File: src/rtl/wb_uart_fifo_slave.sv
// -----------------------------------------------------------------------------
// wb_uart_fifo_slave
//
// This is a Wishbone pipelined slave that connects a byte-level UART
// transmitter/receiver pair to the system bus. A FIFO buffers each direction.
// The slave exposes four word registers:
//   0 DATA      : read pops the RX FIFO; write pushes to the TX FIFO
//   1 STATUS    : FIFO state, sticky overflow flags (write 1 to clear), counts
//   2 IRQ_EN    : [0] RX-threshold enable, [1] TX-idle-and-empty enable
//   3 RX_THRESH : RX count at or above which the RX interrupt term is true
//
// Ports (clk_bus domain only; rst_bus_n asserts asynchronously, active-low):
//   adr_i/dat_i/sel_i/cyc_i/stb_i/we_i   Wishbone request
//   dat_o/ack_o/err_o/rty_o/stall_o      Wishbone response (rty/stall are 0)
//   tx_data/tx_start/tx_busy             UART transmitter handshake
//   rx_data/rx_ready/rx_clear            UART receiver handshake
//   irq/irq_permitted                    level interrupt, gated by the PLIC
// -----------------------------------------------------------------------------

// Circular byte FIFO with show-ahead read data. A push is accepted when the
// FIFO is not full, or when a pop happens in the same cycle.
module wb_uart_fifo_slave_fifo #(
    parameter int AW = 4
) (
    input  logic          i_clk,
    input  logic          i_rst_n,
    input  logic          i_push,
    input  logic          i_pop,
    input  logic [7:0]    i_wdata,
    output logic [7:0]    o_rdata,
    output logic [AW:0]   o_count,
    output logic          o_full,
    output logic          o_empty,
    output logic          o_push_ok
);
    localparam int           DEPTH   = 1 << AW;
    localparam logic [AW:0]  DEPTH_C = (AW + 1)'(DEPTH);

    logic [7:0]    r_mem [DEPTH];
    logic [AW-1:0] r_wptr;
    logic [AW-1:0] r_rptr;
    logic [AW:0]   r_count;
    logic          w_pop;
    logic          w_push;

    assign o_full    = (r_count == DEPTH_C);
    assign o_empty   = (r_count == '0);
    assign o_count   = r_count;
    assign o_rdata   = r_mem[r_rptr];

    // A pop frees a slot at the same edge, so a full FIFO can still take a push.
    assign w_pop     = i_pop & ~o_empty;
    assign w_push    = i_push & (~o_full | w_pop);
    assign o_push_ok = w_push;

    // Storage carries no reset so it maps onto plain RAM.
    always_ff @(posedge i_clk) begin
        if (w_push) begin
            r_mem[r_wptr] <= i_wdata;
        end
    end

    always_ff @(posedge i_clk or negedge i_rst_n) begin
        if (!i_rst_n) begin
            r_wptr  <= '0;
            r_rptr  <= '0;
            r_count <= '0;
        end else begin
            if (w_push) begin
                r_wptr <= r_wptr + 1'b1;
            end
            if (w_pop) begin
                r_rptr <= r_rptr + 1'b1;
            end
            case ({w_push, w_pop})
                2'b10:   r_count <= r_count + 1'b1;
                2'b01:   r_count <= r_count - 1'b1;
                default: r_count <= r_count;
            endcase
        end
    end
endmodule

module wb_uart_fifo_slave #(
    parameter int RX_AW = 4,
    parameter int TX_AW = 4
) (
    input  logic        clk_bus,
    input  logic        rst_bus_n,
    input  logic [31:0] adr_i,
    input  logic [31:0] dat_i,
    output logic [31:0] dat_o,
    input  logic [3:0]  sel_i,
    input  logic        cyc_i,
    input  logic        stb_i,
    input  logic        we_i,
    output logic        ack_o,
    output logic        err_o,
    output logic        rty_o,
    output logic        stall_o,
    output logic [7:0]  tx_data,
    output logic        tx_start,
    input  logic        tx_busy,
    input  logic [7:0]  rx_data,
    input  logic        rx_ready,
    output logic        rx_clear,
    output logic        irq,
    input  logic        irq_permitted
);
    localparam logic [1:0] REG_DATA   = 2'd0;
    localparam logic [1:0] REG_STATUS = 2'd1;
    localparam logic [1:0] REG_IRQ_EN = 2'd2;
    localparam logic [1:0] REG_THRESH = 2'd3;

    typedef enum logic [1:0] {
        ST_IDLE,
        ST_START,
        ST_WAIT_HI,
        ST_WAIT_LO
    } tx_state_t;

    // Bus decode
    logic        w_req;
    logic        w_align_ok;
    logic        w_acc;
    logic        w_bad;
    logic        w_rd;
    logic        w_wr;
    logic [1:0]  w_reg;
    logic [31:0] w_rdata;
    logic [31:0] w_status;

    // FIFO hookup
    logic           w_rx_in;
    logic           w_rx_pop;
    logic           w_rx_push_ok;
    logic [7:0]     w_rx_rdata;
    logic [RX_AW:0] w_rx_count;
    logic           w_rx_full;
    logic           w_rx_empty;
    logic           w_tx_push;
    logic           w_tx_push_ok;
    logic [7:0]     w_tx_rdata;
    logic [TX_AW:0] w_tx_count;
    logic           w_tx_full;
    logic           w_tx_empty;
    logic           w_tx_idle_empty;

    // TX FSM
    tx_state_t   r_state;
    tx_state_t   w_state_next;
    logic        w_tx_pop;
    logic        w_tx_start;

    // Registers
    logic [31:0]    r_dat;
    logic           r_ack;
    logic           r_err;
    logic [7:0]     r_tx_data;
    logic           r_rx_clear;
    logic           r_rx_ovr;
    logic           r_tx_ovf;
    logic [1:0]     r_irq_en;
    logic [RX_AW:0] r_rx_thresh;
    logic           r_irq;
    logic           w_irq_next;

    // Bits with no function in this register map.
    logic w_unused_bits;
    assign w_unused_bits = ^{adr_i[31:4], dat_i[31:8], sel_i[3:1]};

    assign w_req      = cyc_i & stb_i;
    assign w_align_ok = (adr_i[1:0] == 2'b00);
    assign w_acc      = w_req & w_align_ok;
    assign w_bad      = w_req & ~w_align_ok;
    assign w_rd       = w_acc & ~we_i;
    assign w_wr       = w_acc & we_i & sel_i[0];
    assign w_reg      = adr_i[3:2];

    // ---------------- RX path ----------------
    // While rx_clear is high the receiver is still seeing our previous
    // acknowledge, so rx_ready is ignored for that cycle.
    assign w_rx_in  = rx_ready & ~r_rx_clear;
    assign w_rx_pop = w_rd & (w_reg == REG_DATA);

    wb_uart_fifo_slave_fifo #(
        .AW (RX_AW)
    ) u_rx_fifo (
        .i_clk     (clk_bus),
        .i_rst_n   (rst_bus_n),
        .i_push    (w_rx_in),
        .i_pop     (w_rx_pop),
        .i_wdata   (rx_data),
        .o_rdata   (w_rx_rdata),
        .o_count   (w_rx_count),
        .o_full    (w_rx_full),
        .o_empty   (w_rx_empty),
        .o_push_ok (w_rx_push_ok)
    );

    // ---------------- TX path ----------------
    assign w_tx_push = w_wr & (w_reg == REG_DATA);

    wb_uart_fifo_slave_fifo #(
        .AW (TX_AW)
    ) u_tx_fifo (
        .i_clk     (clk_bus),
        .i_rst_n   (rst_bus_n),
        .i_push    (w_tx_push),
        .i_pop     (w_tx_pop),
        .i_wdata   (dat_i[7:0]),
        .o_rdata   (w_tx_rdata),
        .o_count   (w_tx_count),
        .o_full    (w_tx_full),
        .o_empty   (w_tx_empty),
        .o_push_ok (w_tx_push_ok)
    );

    assign w_tx_idle_empty = w_tx_empty & (r_state == ST_IDLE);

    always_comb begin
        w_state_next = r_state;
        w_tx_pop     = 1'b0;
        w_tx_start   = 1'b0;
        case (r_state)
            ST_IDLE: begin
                if (!w_tx_empty && !tx_busy) begin
                    w_tx_pop     = 1'b1;
                    w_state_next = ST_START;
                end
            end
            ST_START: begin
                w_tx_start   = 1'b1;
                w_state_next = ST_WAIT_HI;
            end
            // The transmitter has to show a full busy high-low cycle before the
            // next byte goes out; a start pulse alone is not taken as completion.
            ST_WAIT_HI: begin
                if (tx_busy) begin
                    w_state_next = ST_WAIT_LO;
                end
            end
            ST_WAIT_LO: begin
                if (!tx_busy) begin
                    w_state_next = ST_IDLE;
                end
            end
            default: begin
                w_state_next = ST_IDLE;
            end
        endcase
    end

    always_ff @(posedge clk_bus or negedge rst_bus_n) begin
        if (!rst_bus_n) begin
            r_state   <= ST_IDLE;
            r_tx_data <= '0;
        end else begin
            r_state <= w_state_next;
            if (w_tx_pop) begin
                r_tx_data <= w_tx_rdata;
            end
        end
    end

    // ---------------- Register read mux (pre-edge state) ----------------
    always_comb begin
        w_status        = '0;
        w_status[0]     = ~w_rx_empty;
        w_status[1]     = ~w_tx_full;
        w_status[2]     = w_tx_idle_empty;
        w_status[3]     = r_rx_ovr;
        w_status[4]     = r_tx_ovf;
        w_status[15:8]  = 8'(w_rx_count);
        w_status[23:16] = 8'(w_tx_count);
    end

    always_comb begin
        w_rdata = '0;
        case (w_reg)
            REG_DATA:   w_rdata = w_rx_empty ? 32'd0 : {24'd0, w_rx_rdata};
            REG_STATUS: w_rdata = w_status;
            REG_IRQ_EN: w_rdata = {30'd0, r_irq_en};
            REG_THRESH: w_rdata = 32'(r_rx_thresh);
            default:    w_rdata = '0;
        endcase
    end

    // A threshold of zero always satisfies the comparison, so the RX term is
    // then permanently true while enabled.
    assign w_irq_next = irq_permitted &
                        ((r_irq_en[0] & (w_rx_count >= r_rx_thresh)) |
                         (r_irq_en[1] & w_tx_idle_empty));

    // ---------------- Bus response, control registers, flags ----------------
    always_ff @(posedge clk_bus or negedge rst_bus_n) begin
        if (!rst_bus_n) begin
            r_ack       <= 1'b0;
            r_err       <= 1'b0;
            r_dat       <= '0;
            r_rx_clear  <= 1'b0;
            r_rx_ovr    <= 1'b0;
            r_tx_ovf    <= 1'b0;
            r_irq_en    <= '0;
            r_rx_thresh <= (RX_AW + 1)'(1);
            r_irq       <= 1'b0;
        end else begin
            r_ack      <= w_acc;
            r_err      <= w_bad;
            r_dat      <= w_rd ? w_rdata : 32'd0;
            r_rx_clear <= w_rx_in;
            r_irq      <= w_irq_next;

            if (w_wr && (w_reg == REG_IRQ_EN)) begin
                r_irq_en <= dat_i[1:0];
            end
            if (w_wr && (w_reg == REG_THRESH)) begin
                r_rx_thresh <= dat_i[RX_AW:0];
            end

            // A new overflow in the same cycle as a clear wins, so no event is lost.
            if (w_rx_in && !w_rx_push_ok) begin
                r_rx_ovr <= 1'b1;
            end else if (w_wr && (w_reg == REG_STATUS) && dat_i[3]) begin
                r_rx_ovr <= 1'b0;
            end
            if (w_tx_push && !w_tx_push_ok) begin
                r_tx_ovf <= 1'b1;
            end else if (w_wr && (w_reg == REG_STATUS) && dat_i[4]) begin
                r_tx_ovf <= 1'b0;
            end
        end
    end

    assign dat_o    = r_dat;
    assign ack_o    = r_ack;
    assign err_o    = r_err;
    assign rty_o    = 1'b0;
    assign stall_o  = 1'b0;
    assign tx_data  = r_tx_data;
    assign tx_start = w_tx_start;
    assign rx_clear = r_rx_clear;
    assign irq      = r_irq;
endmodule

File: config.mk
export PLATFORM = sky130hd
export DESIGN_NAME = wb_uart_fifo_slave
export DESIGN_NICKNAME = d
export VERILOG_FILES = /design/src/rtl/wb_uart_fifo_slave.sv
export SDC_FILE = /design/constraint.sdc
export NUM_CORES = 1
export LEC_CHECK = 0
export CAP_MARGIN = 15
export CORE_ASPECT_RATIO = 1.4
export CORE_MARGIN = 2
export CORE_UTILIZATION = 55
export CTS_BUF_LIST = sky130_fd_sc_hd__clkbuf_16
export DETAILED_ROUTE_END_ITERATION = 16
export DONT_BUFFER_PORTS = 1
export GPL_ROUTABILITY_DRIVEN = 1
export HOLD_SLACK_MARGIN = 0.12
export PLACE_DENSITY = 0.7
export SYNTH_ARGS = -nofsm -noshare
export SYNTH_HDL_FRONTEND = slang
export SYNTH_SLANG_ARGS = --single-unit
File: constraint.sdc
create_clock -name clk_bus -period 3.56 [get_ports clk_bus]
set_input_delay 1.068 -clock clk_bus [delete_from_list [all_inputs] [get_ports clk_bus]]
set_output_delay 1.068 -clock clk_bus [all_outputs]
set_load 0.01 [all_outputs]
### Word level (Yosys, flattened, before mapping)

Memories as Yosys holds them, arrays and structs flattened. A register that Yosys moved wholly into a read port is not among the register bits.
Cells that the tools add are included.

| cells by class | value |
|---|---|
| muxes and demuxes | 20 |
| bitwise logic cells | 27 |
| add/sub/neg operators | 8 |
| reductions and logical operators | 23 |
| equality and inequality tests | 15 |
| $lt $le $gt $ge | 1 |

Operator list:

| cell | count |
|---|---|
| 32-bit one-hot mux with 4 select lines | 1 |
| 32-bit 2-to-1 mux | 1 |
| 5-bit one-hot mux with 2 select lines | 2 |
| 1-bit bitwise AND | 17 |
| 4-bit by 1-bit adder with 4-bit output (second input constant) | 4 |
| 2-bit == test (second input constant) | 6 |
| 1-bit 2-to-1 mux | 11 |
| 5-bit by 1-bit adder with 5-bit output (second input constant) | 2 |
| 5-bit == test (second input constant) | 2 |
| 5-bit zero test | 2 |
| 5-bit by 1-bit subtractor with 5-bit output (second input constant) | 2 |
| 2-bit by 1-bit == test with 1-bit output (second input constant) | 4 |
| 1-bit logical AND | 8 |
| 8-bit 2-to-1 mux | 1 |
| 2-bit one-hot mux with 4 select lines | 1 |
| 2-bit nonzero test | 4 |
| 1-bit inverter | 7 |
| 2-bit zero test | 3 |
| 2-bit 2-to-1 mux | 3 |
| 5-bit greater-or-equal comparator | 1 |
| 1-bit zero test | 5 |
| 2-bit != test (second input constant) | 2 |
| 1-bit OR | 3 |
| 3-bit AND reduction | 1 |
| 2-bit by 1-bit != test with 1-bit output (second input constant) | 1 |

| word-level totals | value |
|---|---|
| output and inout port bits | 47 |
| register bits | 73 |
| RAM bits | 256 |
| logic and storage cells | 112 |
| memories kept | 2 |
| bits of input ports | 84 |

Memory list:

| memory | words | bits a word | rd ports | clocked after memory_dff | write ports | RTL line | source |
|---|---|---|---|---|---|---|---|
| u_rx_fifo.r_mem | 16 | 8 | 1 | 0 | 1 | 39 | `logic [7:0] r_mem [DEPTH];` |
| u_tx_fifo.r_mem | 16 | 8 | 1 | 1 | 1 | 39 |  |

### Longest topological paths before layout

| depth | value |
|---|---|
| word-level depth | 11 |
| gate-level depth with buffers | 14 |
| depth with buffers taken out | 13 |

### Cells and area by module

Synthesis repeated with hierarchy kept, for this count alone.

| unflattened totals | value |
|---|---|
| cells, all modules | 788 |
| area, all modules | 13534.2 µm² |

Modules (own cells, without submodules):

| module | area an instance (µm²) | times used | cells each | seq. area each (µm²) |
|---|---|---|---|---|
| wb_uart_fifo_slave_fifo at u_tx_fifo | 5786.8 | 1 | 315 | 4169.0 |
| wb_uart_fifo_slave_fifo at u_rx_fifo | 5763.0 | 1 | 307 | 4169.0 |
| wb_uart_fifo_slave | 1984.4 | 1 | 166 | 1027.2 |

### Worst setup path after synthesis

Ideal clock, no wire load.

| timing path | value |
|---|---|
| path kind | input port to flip-flop |
| start | input port adr_i[0] |
| end | register u_tx_fifo.r_count[4] (netlist: u_tx_fifo.o_count[4]) |
| setup time | 79 ps |
| path buffers | 1 |
| data required time | 3481 ps |
| arrival time | 3314 ps |
| setup slack | 167 ps |
| stages | 13 |
| cells stage by stage | nand4bb_1 inv_2 and3_1 nand3_2 clkbuf_1 ha_1 inv_1 fa_1 nor2b_1 o21ai_0 and3_1 nor3_1 xor2_1 |

| on the way | value |
|---|---|
| longest elaborated chain between the ends | 8 |
| elaborated cells on any way between the ends | 10 |
| classes of those cells | eq/ne: 2; mux: 1; bitwise: 5; reduce/logical: 2 |

RTL lines:

| what | RTL line | source |
|---|---|---|
| start: declaration | 90 | `input logic [31:0] adr_i,` |
| 2-bit zero test (*) | 173 | `assign w_align_ok = (adr_i[1:0] == 2'b00);` |
| 1-bit bitwise AND (*) | 174 | `assign w_acc = w_req & w_align_ok;` |
| net w_acc | 125 | `logic w_acc;` |
| 1-bit bitwise AND (*) (2 in a row) | 177 | `assign w_wr = w_acc & we_i & sel_i[0];` |
| 1-bit bitwise AND (*) | 202 | `assign w_tx_push = w_wr & (w_reg == REG_DATA);` |
| 1-bit bitwise AND (*) | 53 | `assign w_push = i_push & (~o_full \| w_pop);` |
| 2-bit by 1-bit == test with 1-bit output / 2-bit == test (equally long branches) | 75 | `case ({w_push, w_pop})` |
| 5-bit one-hot mux with 2 select lines / 2-bit nonzero test (equally long branches) | n/a |  |
| end signal: assignment | 76 | `2'b10: r_count <= r_count + 1'b1;` |
| end signal: assignment | 77 | `2'b01: r_count <= r_count - 1'b1;` |
| end signal: assignment | 78 | `default: r_count <= r_count;` |
| end: declaration | 42 | `logic [AW:0] r_count;` |

Mark *: on every way through the listed nets, which the timed path passes. The rest lies on a longest branch.
A chain may end at the register's enable or synchronous reset.

### Final worst setup path

| timing path | value |
|---|---|
| start | register r_state[0] |
| end | register u_tx_fifo.r_count[4] (netlist: u_tx_fifo.o_count[4]) |

| on the way | value |
|---|---|
| longest elaborated chain between the ends | 7 |
| elaborated cells on any way between the ends | 9 |
| classes of those cells | eq/ne: 2; mux: 2; bitwise: 3; reduce/logical: 2 |

RTL lines:

| what | RTL line | source |
|---|---|---|
| start: declaration | 150 | `tx_state_t r_state;` |
| start signal: assignment | 259 | `r_state <= w_state_next;` |
| 2-bit zero test (*) | 225 | `case (r_state)` |
| 1-bit 2-to-1 mux (*) | 225 |  |
| 1-bit bitwise AND (*) | 52 | `assign w_pop = i_pop & ~o_empty;` |
| net u_tx_fifo.w_pop | 43 | `logic w_pop;` |
| 1-bit OR | 53 |  |
| 1-bit bitwise AND | 53 |  |
| 2-bit by 1-bit == test with 1-bit output / 2-bit == test (equally long branches) | 75 |  |
| 5-bit one-hot mux with 2 select lines / 2-bit nonzero test (equally long branches) | n/a |  |

Marked as above.

==> out/results.ini <==
[drt]
drt_iter0_drc = 476
viasPerCell = 5.840
dr.pass1.iters = 5
ant_nets = 0
finalWirelength_mm = 25.61
drcViolationCount = 0
vias = 6605
routedWlPerCell_um = 22.64

[sta]
finalCriticalPeriod_ns = 3.032
rsz0062_at_grt = no
setup_viol = 0
fin_ws_ns = 0.5280
skew_ns = 0.008117
fin_crit_sh = 0.8517
hold_violations = 0
clock.fmax_mhz = 329.8
relSlewSlack = 0.4584
report.final.slew_viol_count = 0
finalSetupTns_ns = 0
tightest_slew_ns = 0.8125

[clocking]
clk_pin_slew_ns = 0.06
cts_resized = 0
cts_root_buf = clkbuf_16
cts_max_level = 1
cts_buffers = 30
cts_post_setup_buffers_inserted = 0
cts_tree = built
postCtsHoldBufs = 0
clk_latency_ns = 0.54
clock_sinks = 323
clock_path_buffers = 3

[synth]
yosys.area_share.simple = 0.05516
synth_enable_flop_cells = 256
synth.avg_cell_area_um2 = 17.56
synthXorXnorAreaFrac = 0.01318
synth_ff_type = edfxtp_1
synth_mux_area_frac = 0.1361
syn_area_mm2 = 0.01329
ys_ff_latch = 323
synthDominantCellAreaShare = 0.5784
yosysSeqAreaShare = 0.7046
synth-adder-area-share = 0.02937
async_flop_share = 0.2074
ys_top_cells_by_count = edfxtp_1 (256), dfrtp_1 (66), mux4_2 (60)
synth_top_family_by_area = multiplexers
synth.most_common_cell = edfxtp_1
ys_warn_count = 0
syn_inst = 757
yosys.area.top_type = edfxtp_1
ys_types = 58
synth_compound_area_frac = 0.03059
ys_top_cells_by_area = edfxtp_1 (58%), dfrtp_1 (12%), mux4_2 (10%), ha_1 (2.6%), mux2i_1 (1.8%)

[worst_setup_path]
critPathLaunchType = flip-flop
reg2regPathDepth = 13
crit_arrival_ns = 3.50
crit_type = flip-flop to flip-flop
critPathCaptureType = flip-flop
critPathRequiredTime_ns = 4.03
critPathMaxFanout = 8

[place]
io_buffers = 0
place_congestion = 0.8562
dp_hpwl_mm = 17.66
place_ws_ns = 0.1302

[floorplan]
dieArea_mm2 = 0.02544
fp.dieW_um = 135.4
io_pins = 131
coreArea_mm2 = 0.02381
chipHeight_um = 187.9
start_util = 0.5583
fp-row-count = 67

[power]
p_sw_frac = 0.2714
p_seq_frac = 0.485
pwr-share-comb = 0.206
power_leakage_nw = 5.232
irDropWorstVdd_uv = 685.0
switching_power_mw = 2.647
p_per_area_mw_per_mm2 = 662.3
internal_power_mw = 7.105
pwr-share-clk = 0.310

[global_route]
grt_pass1_vias = 7049
grt_first_pass_wirelength_mm = 40.25
gr-usage-all-layers = 0.2085
grt_overflow = 0
antenna_found_initial = 0
grt_start_max_net_pins = 68

[finish]
syn_to_final_growth_pct = 10.79
fin_nets = 911
n_antenna_cell = 0
n_fill_cell = 1717
drive_gt1_frac = 0.2022

[run_status]
status = finished, final reports clean

[job]
drv_cap = 0

[worst_hold_path]
min_path_type = primary input to async pin

cell families (layout without fill, tap and decap cells):
group           count (synthesis)  count (layout)
flops                         323             323
simple gates                  147             147
mux                            98              98
buf+inv                        79             128
compound gates                 59              59
fa+ha+maj                      30              30
xor+xnor                       20              20
other cells                     1              16
area by class of cell:
class,instances,area (um^2),share of cell area
multi-input combinational,370,3600,0.2445
clock buffer,31,775.7,0.05268
timing repair buffer,43,322.8,0.02192
clock inverter,25,162.7,0.01105
tap,310,387.9,0.02634
sequential,323,9368,0.6362
inverter,29,108.9,0.007392
power by group through the flow:
stage          clock network (mW)  logic [mW]  registers, mW
6_report                     3.02        2.00           4.73
3_5_place_dp                    0        2.02           4.81
5_1_grt                      3.22        2.21           4.77
2_1_floorplan                   0        1.76           4.59
4_1_cts                      3.08        2.04           4.73
3_3_place_gp                    0        1.95           4.78
path summary, 6_finish.rpt:
check / startpoint / end / slack [ns]
worst max register to register: r_state[0]$_DFFE_PN0P_ / u_tx_fifo.o_count[4]$_DFFE_PN0P_ / 0.53
worst min-delay path: rst_bus_n / tx_data[5]$_DFFE_PN0N_ / 0.22
max in group asynchronous: rst_bus_n / r_rx_thresh[0]$_DFFE_PN1P_ / 3.14
min in group clk_bus: r_rx_ovr$_DFFE_PN0P_ / r_rx_ovr$_DFFE_PN0P_ / 0.50
worst max-delay path: r_state[0]$_DFFE_PN0P_ / u_tx_fifo.o_count[4]$_DFFE_PN0P_ / 0.53
worst min register to register: r_rx_ovr$_DFFE_PN0P_ / r_rx_ovr$_DFFE_PN0P_ / 0.50
per-stage QoR:
step,instance area [um^2],util,std cells,power [mW],hold WS (ns)
after floorplan,13350,-,772,6.350,0.4504
after global placement,13790,0.5791,1075,6.729,0.4644
after detailed placement,13790,0.5791,1075,6.831,0.4917
after CTS,14730,0.6185,1131,9.849,0.1970
after global routing,14730,0.6185,1131,10.20,0.1879
final,14730,0.6185,1131,9.752,0.2182
flip-flops by register name, indices dropped and copies added (netlist names), 5 cells and up:
register,flops
u_rx_fifo.r_mem,128
u_tx_fifo.o_count,5
dat_o,18
u_rx_fifo.o_count,5
tx_data,8
r_rx_thresh,5
u_tx_fifo.r_mem,128
per-layer routing:
| metal | GRT usage | routed length, um |
|---|---|---|
| met5 | 0 | 0 |
| met4 | 0.07452 | 842 |
| met3 | 0.02866 | 1038 |
| met2 | 0.3868 | 14390 |
| met1 | 0.2454 | 9335 |
critical path: stages (launching register included):
cell,delay (ns)
dfrtp_1,0.41
inv_1,0.13
ha_1,0.24
inv_1,0.07
or3_1,0.40
inv_2,0.19
ha_1,0.27
inv_1,0.10
fa_1,0.41
nor2b_1,0.12
o21ai_0,0.10
and3_1,0.19
nor3_1,0.17
xor2_1,0.15
placed cells by master, fill, tap and decap left out, drive strengths merged, types with 2 or more instances in the layout:
cell type and count:
o221ai 8, inv 38, edfxtp 256, nand4 3, fa 2, buf 43, and3 3, xnor2 13
xor2 7, and2 8, a22oi 3, nor3 10, nor2 28, o21ai 13, conb 16, a211oi 6
mux2 10, a21o 5, nand2 43, a21oi 12, bufinv 2, o211ai 2, nand2b 8, clkinv 13
nor4 11, clkbuf 31, a2111oi 3, mux2i 24, dfrtp 66, mux4 64, nand3 15, ha 28
nor2b 11
No activity file was read; power rests on OpenSTA's default activity.
==> RTL edit 1 (same settings) <==
Register the input `irq_permitted` before use, without a reset. The logic sees it one clock later. The other inputs are not delayed to match.
--- a/src/rtl/wb_uart_fifo_slave.sv
+++ b/src/rtl/wb_uart_fifo_slave.sv
@@ -121,2 +121,8 @@
 
+    logic irq_permitted_q;
+
+    always_ff @(posedge clk_bus) begin
+        irq_permitted_q <= irq_permitted;
+    end
+
     // Bus decode
@@ -290,3 +296,3 @@
     // then permanently true while enabled.
-    assign w_irq_next = irq_permitted &
+    assign w_irq_next = irq_permitted_q &
                         ((r_irq_en[0] & (w_rx_count >= r_rx_thresh)) |
Check against the original RTL: not equivalent (Yosys sat finds a counterexample within 4 cycles, from zero or initial values and one cycle with rst_bus_n low).
==> RTL edit 1 against the unedited design <==
Final cell count decreased by 1.2%; hold slack improved by 0.0017 ns; setup slack got worse by 0.18 ns; sequential cell count increased by 1; area after synthesis increased by 0.25%; wire length decreased by 4.3%; design area decreased by 0.58%; total power decreased by 4.2%; critical path type unchanged; critical endpoint is now u_rx_fifo.o_count[4].
==> RTL edit 1: results (changes against the unedited design) <==
Worst setup path
  • CP startpoint: u_rx_fifo.o_count[1]
  • Critical path arrival: 3.67 ns (+0.17 ns)
  • Crit-path max FO: 6 (-2)

Finish
  • Layout Nets: 898 (-1.4%)
  • Finished Cell Area: 14600 µm² (-0.58%)
  • Fill cell count: 1741 (+1.4%)
  • Layout cells sized above 1: 20.3% (+0.10 points)
  • Antenna Cells: 0 (unchanged)

Placed design
  • Final GP Congestion: 0.831 (-2.9%)
  • Placed cell areas: 13800 µm² (about the same)
  • PortBufs: 0 (unchanged)
  • Post-place setup slack: -0.0223 ns (-0.152 ns)
  • DPL Wire Length: 16800 µm (-4.6%)

Global routing
  • Initial antenna violation count: 0 (unchanged)
  • Largest net degree at the start of global routing: 68 (unchanged)
  • GRT Total Usage: 19.9% (-0.96 points)
  • First-pass GRT wire length: 38500 µm (-4.3%)
  • Vias in the first global route: 7042 (-0.099%)

Power and ir drop
  • Worst vdd ir: 0.471 mV (-31%)
  • Net Sw Power: 0.00251 W (-5.0%)
  • Leakage power: 5.20 nW (-0.63%)

Synth
  • Synth async-reset ratio: 20.7% (-0.064 points)
  • Most frequent cells after synthesis: 256 x edfxtp_1, 66 x dfrtp_1, 65 x mux4_2
  • Synth warn: 0 (unchanged)
  • Register area share after synthesis: 70.4% (about the same)
  • Largest cells by area after synthesis: edfxtp_1 58%, dfrtp_1 12%, mux4_2 11%
  • Ys flop type: edfxtp_1
  • Synth cell types: 51 (-12%)
  • Post-synth EDFFs: 256 (unchanged)

Detailed routing
  • Met2 WL: 13900 µm (-3.4%)
  • Top sig layer: met4
  • Vias per cell: 5.81 (-0.59%)
  • 1st-iter DRT viols: 362 (-24%)
  • Met3 routed WL: 982 µm (-5.4%)
  • DRT Pass-1 Iters: 4 (-1)
  • WL per Instance: 22.0 µm (-3.1%)
  • Wire length on met1: 8960 µm (-4.1%)

Clock tree
  • Skew-Pair Late Insertion Delay: between 0.5 and 0.6 ns
  • CTS root buf: clkbuf_16
  • CTS max path bufs: 3 (unchanged)
  • Postcts setup bufs: 0 (unchanged)
  • CTS buffer count: 29 (-3.3%)
  • Post-CTS Resized: 0 (unchanged)
  • H-tree depth: 1 (unchanged)
  • Clock transition at the registers of the reported paths: 0.06 ns (about the same)

Run status
  • Status: complete, no violations

STA
  • Setup Skew: 0.0183 ns (+0.0102 ns)
  • Actual slew at the worst max-slew pin: 1.13 ns (+0.322 ns)

Worst hold path
  • Hold Crit Class: primary input to async pin
## RTL edit 1: cell count changes after synthesis, sizes merged, moves of 3 or more
cell / before / now
nor4: 11 / 1
nor3b: 1 / 4
nor2b: 11 / 6
mux2i: 24 / 29
a22oi: 3 / 0
and2: 8 / 29
nor2: 28 / 21
nand3: 15 / 7
nand2b: 8 / 4
or2: 1 / 4
o21ai: 13 / 18
## RTL edit 1: worst paths after layout
path	endpoint	slack, ns	depth (start not counted)
worst max register to register	u_rx_fifo.o_count[4]	0.35	12
worst min-delay path	dat_o[2]	0.22	0
worst max-delay path	u_rx_fifo.o_count[4]	0.35	12
max in group asynchronous	r_rx_thresh[0]	3.13	0
min in group clk_bus	irq	0.48	2
worst min register to register	irq	0.48	2
## RTL edit 1: layer usage
layer  vias to the layer above  track usage (%)
met1                      3363             23.3
met2                       158             37.0
met3                        50             2.77
li1                       2914                -
met5                         -                0
met4                         0             7.13
## RTL edit 1: kinds of logic after synthesis
kind of cell             Yosys count  share of synthesized area [%]
other                              1                         0.0281
buffers and inverters             74                           2.73
AND/OR/NAND/NOR                  137                           5.44
XOR/XNOR                          20                           1.31
adder cells (fa/ha/maj)           30                           2.93
AO/OA/AOI/OAI                     61                           3.29
flip-flops                       324                           70.4
multiplexers                     102                           13.8
## RTL edit 1: layout make-up
type,count,share of cell area [%]
sequential,324,64.1
multi-input combinational,366,24.8
clock buffer,30,5.13
tap,310,2.65
timing repair buffer,36,1.85
clock inverter,24,0.735
inverter,27,0.709
## RTL edit 1: power groups by stage
stage	combinational [W]	clock, W	sequential [W]
CTS	0.00175	0.00287	0.00482
floorplan	0.00156	0	0.00460
global placement	0.00167	0	0.00488
finish	0.00172	0.00281	0.00481
global route	0.00188	0.00301	0.00487
detailed placement	0.00174	0	0.00490
## RTL edit 1: stage by stage
stage,instances,hold WS [ns]
global placement,1063,0.457
finish,1117,0.220
detailed placement,1063,0.479
CTS,1117,0.184
global route,1117,0.186
floorplan,764,0.432
## RTL edit 1: worst max-delay path, cell delays in order, from the launching register on
cell     delay (ns)
dfrtp_1        0.45
or4_1          0.58
a311o_1        0.31
and2_1         0.19
inv_1          0.06
ha_1           0.22
inv_1          0.10
fa_1           0.42
nor2b_1        0.13
o21ai_0        0.12
and3_1         0.22
nor3_1         0.19
xnor2_1        0.15
==> RTL edit 2 (same flow settings) <==
Without the edit above. `RX_AW`: 4 -> 3.
--- a/src/rtl/wb_uart_fifo_slave.sv
+++ b/src/rtl/wb_uart_fifo_slave.sv
@@ -84,3 +84,3 @@
 module wb_uart_fifo_slave #(
-    parameter int RX_AW = 4,
+    parameter int RX_AW = 3,
     parameter int TX_AW = 4
Formal check against the unedited RTL: not equivalent (a bounded check fails within 4 cycles, from zero or initial values and one cycle with rst_bus_n low).
==> RTL edit 2 against the unedited design <==
Design area decreased by 20%; non-clock buffer count fell by 6; first-iteration DRC count is 29% lower; sequential cell count fell by 69; final cell count down 20%; total power decreased by 19%; via count down 21%; setup slack got worse by 0.13 ns; wire length shrank 21%; area after synthesis down 20%; highest routed layer unchanged.
==> RTL edit 2: results (changes against the unedited design) <==
Power and ir drop
  • Worst vdd ir: 0.558 mV (-19%)
  • Leakage power: 4.20 nW (-20%)
  • Net Sw Power: 0.00219 W (-17%)

Finish
  • Max FFs per register: 128
  • Fill cell count: 1369 (-20%)
  • Layout cells sized above 1: 24.1% (+3.9 points)
  • Layout Nets: 750 (-18%)

Placed design
  • Post-place setup slack: 0.0253 ns (-0.105 ns)
  • DPL Wire Length: 13300 µm (-25%)
  • DP Cell Count: 864 (-20%)
  • PortBufs: 0 (unchanged)
  • Final GP Congestion: 0.842 (-1.7%)

Worst setup path
  • Critical path arrival: 3.55 ns (+0.05 ns)
  • R2R Path Start: u_tx_fifo.o_count[1]
  • R2R depth: 12 (-1)
  • Crit-path max FO: 4 (-4)
  • R2r setup slk: 0.40 ns (-0.13 ns)

STA
  • Final period util: 88.7% (+3.5 points)
  • Setup Skew: 0.0177 ns (+0.00962 ns)
  • Slew Limit Headroom: 38.5% (-7.3 points)

Clock tree
  • CTS root buf: clkbuf_16
  • Skew-Pair Late Insertion Delay: 0.52 ns (-0.02 ns)
  • CTS max path bufs: 3 (unchanged)
  • Postcts setup bufs: 0 (unchanged)
  • Clock transition at the registers of the reported paths: 0.06 ns (about the same)
  • CTS buffer count: 24 (-20%)

Detailed routing
  • DRT Pass-1 Iters: 5 (unchanged)
  • 1st-iter DRT viols: 339 (-29%)
  • Vias per cell: 5.75 (-1.6%)
  • WL final: 20100 µm (-21%)
  • Vias: 5219 (-21%)

Synth
  • Largest cells by area after synthesis: edfxtp_1 55%, dfrtp_1 14%, mux4_2 10%
  • Most frequent cells after synthesis: 192 x edfxtp_1, 61 x dfrtp_1, 48 x mux4_2
  • Post-Synthesis Cells: 607 (-20%)
  • Synth async-reset ratio: 24.4% (+3.7 points)
  • Synth cell types: 59 (+1.7%)
  • Ys flop type: edfxtp_1
  • Register area share after synthesis: 69.2% (-1.2 points)
  • Synth warn: 0 (unchanged)
  • Post-synth EDFFs: 192 (-25%)

Global routing
  • GRT Total Usage: 20.2% (-0.61 points)
  • Vias in the first global route: 5553 (-21%)
  • Largest net degree at the start of global routing: 63 (-7.4%)
  • First-pass GRT wire length: 31200 µm (-23%)

Run status
  • Status: complete, no violations
## RTL edit 2: layout make-up
type / count / area (µm²) / share of cell area, %
multi-input cells: 308 / 2980 / 25.4
clock inverters: 19 / 141 / 1.21
repair buffers: 37 / 278 / 2.37
well taps: 248 / 310 / 2.65
flip-flops and latches: 254 / 7320 / 62.5
clock buffers: 25 / 626 / 5.34
inverters: 17 / 63.8 / 0.545
## RTL edit 2: how the worst min path moves through the flow
stage                     slack [ns]  cells after the start             endpoint  startpoint
final                           0.24                      0           tx_data[7]   rst_bus_n
after global routing            0.22                      0           tx_data[7]   rst_bus_n
after CTS                       0.22                      0  u_tx_fifo.r_wptr[3]   rst_bus_n
after detailed placement        0.48                      1             r_rx_ovr    r_rx_ovr
after global placement          0.47                      1             r_rx_ovr    r_rx_ovr
after floorplan                 0.46                      1             r_rx_ovr    r_rx_ovr
## RTL edit 2: stage by stage
stage | area, µm² | utilization [%] | hold WS [ns]
2_1_floorplan | 10600 | - | 0.457
3_3_place_gp | 10900 | 57.4 | 0.473
3_5_place_dp | 10900 | 57.4 | 0.479
4_1_cts | 11700 | 61.4 | 0.223
5_1_grt | 11700 | 61.4 | 0.224
6_report | 11700 | 61.4 | 0.245
## RTL edit 2: worst max-delay path: stages, from the launching register on
cell and delay, ns:
dfrtp_1 0.43, nor4_2 0.43, nand2_1 0.19, o211a_1 0.28
inv_1 0.07, ha_1 0.22, inv_1 0.12, fa_1 0.43
nor2b_1 0.14, o21ai_0 0.13, nand3_1 0.11, or3b_1 0.37
xnor2_1 0.14
## RTL edit 2: kinds of logic (layout without fill, tap and decap cells)
kind of cell    after synthesis  after routing  synth area share (%)
compound gates               60             60                  3.86
fa+ha+maj                    24             24                  2.98
other cells                   1             17                0.0355
flops                       254            254                  69.2
mux                          79             79                  13.7
xor+xnor                     16             16                  1.33
buf+inv                      61             98                  3.21
simple gates                112            112                  5.69
## RTL edit 2: power by group through the flow
stage,Combinational [W],Sequential (W),Clock [W]
2_1_floorplan,0.00147,0.00366,0
3_3_place_gp,0.00164,0.00382,0
3_5_place_dp,0.00171,0.00384,0
4_1_cts,0.00173,0.00378,0.00251
5_1_grt,0.00186,0.00381,0.00261
6_report,0.00170,0.00377,0.00246
## RTL edit 2: metal layers
layer | vias up | GRT usage [%] | part of all wire (%)
met3 | 32 | 4.20 | 5.6
met2 | 151 | 36.2 | 54
met1 | 2671 | 24.3 | 37
met5 | - | 0 | 0
li1 | 2365 | - | -
met4 | 0 | 6.90 | 2.9
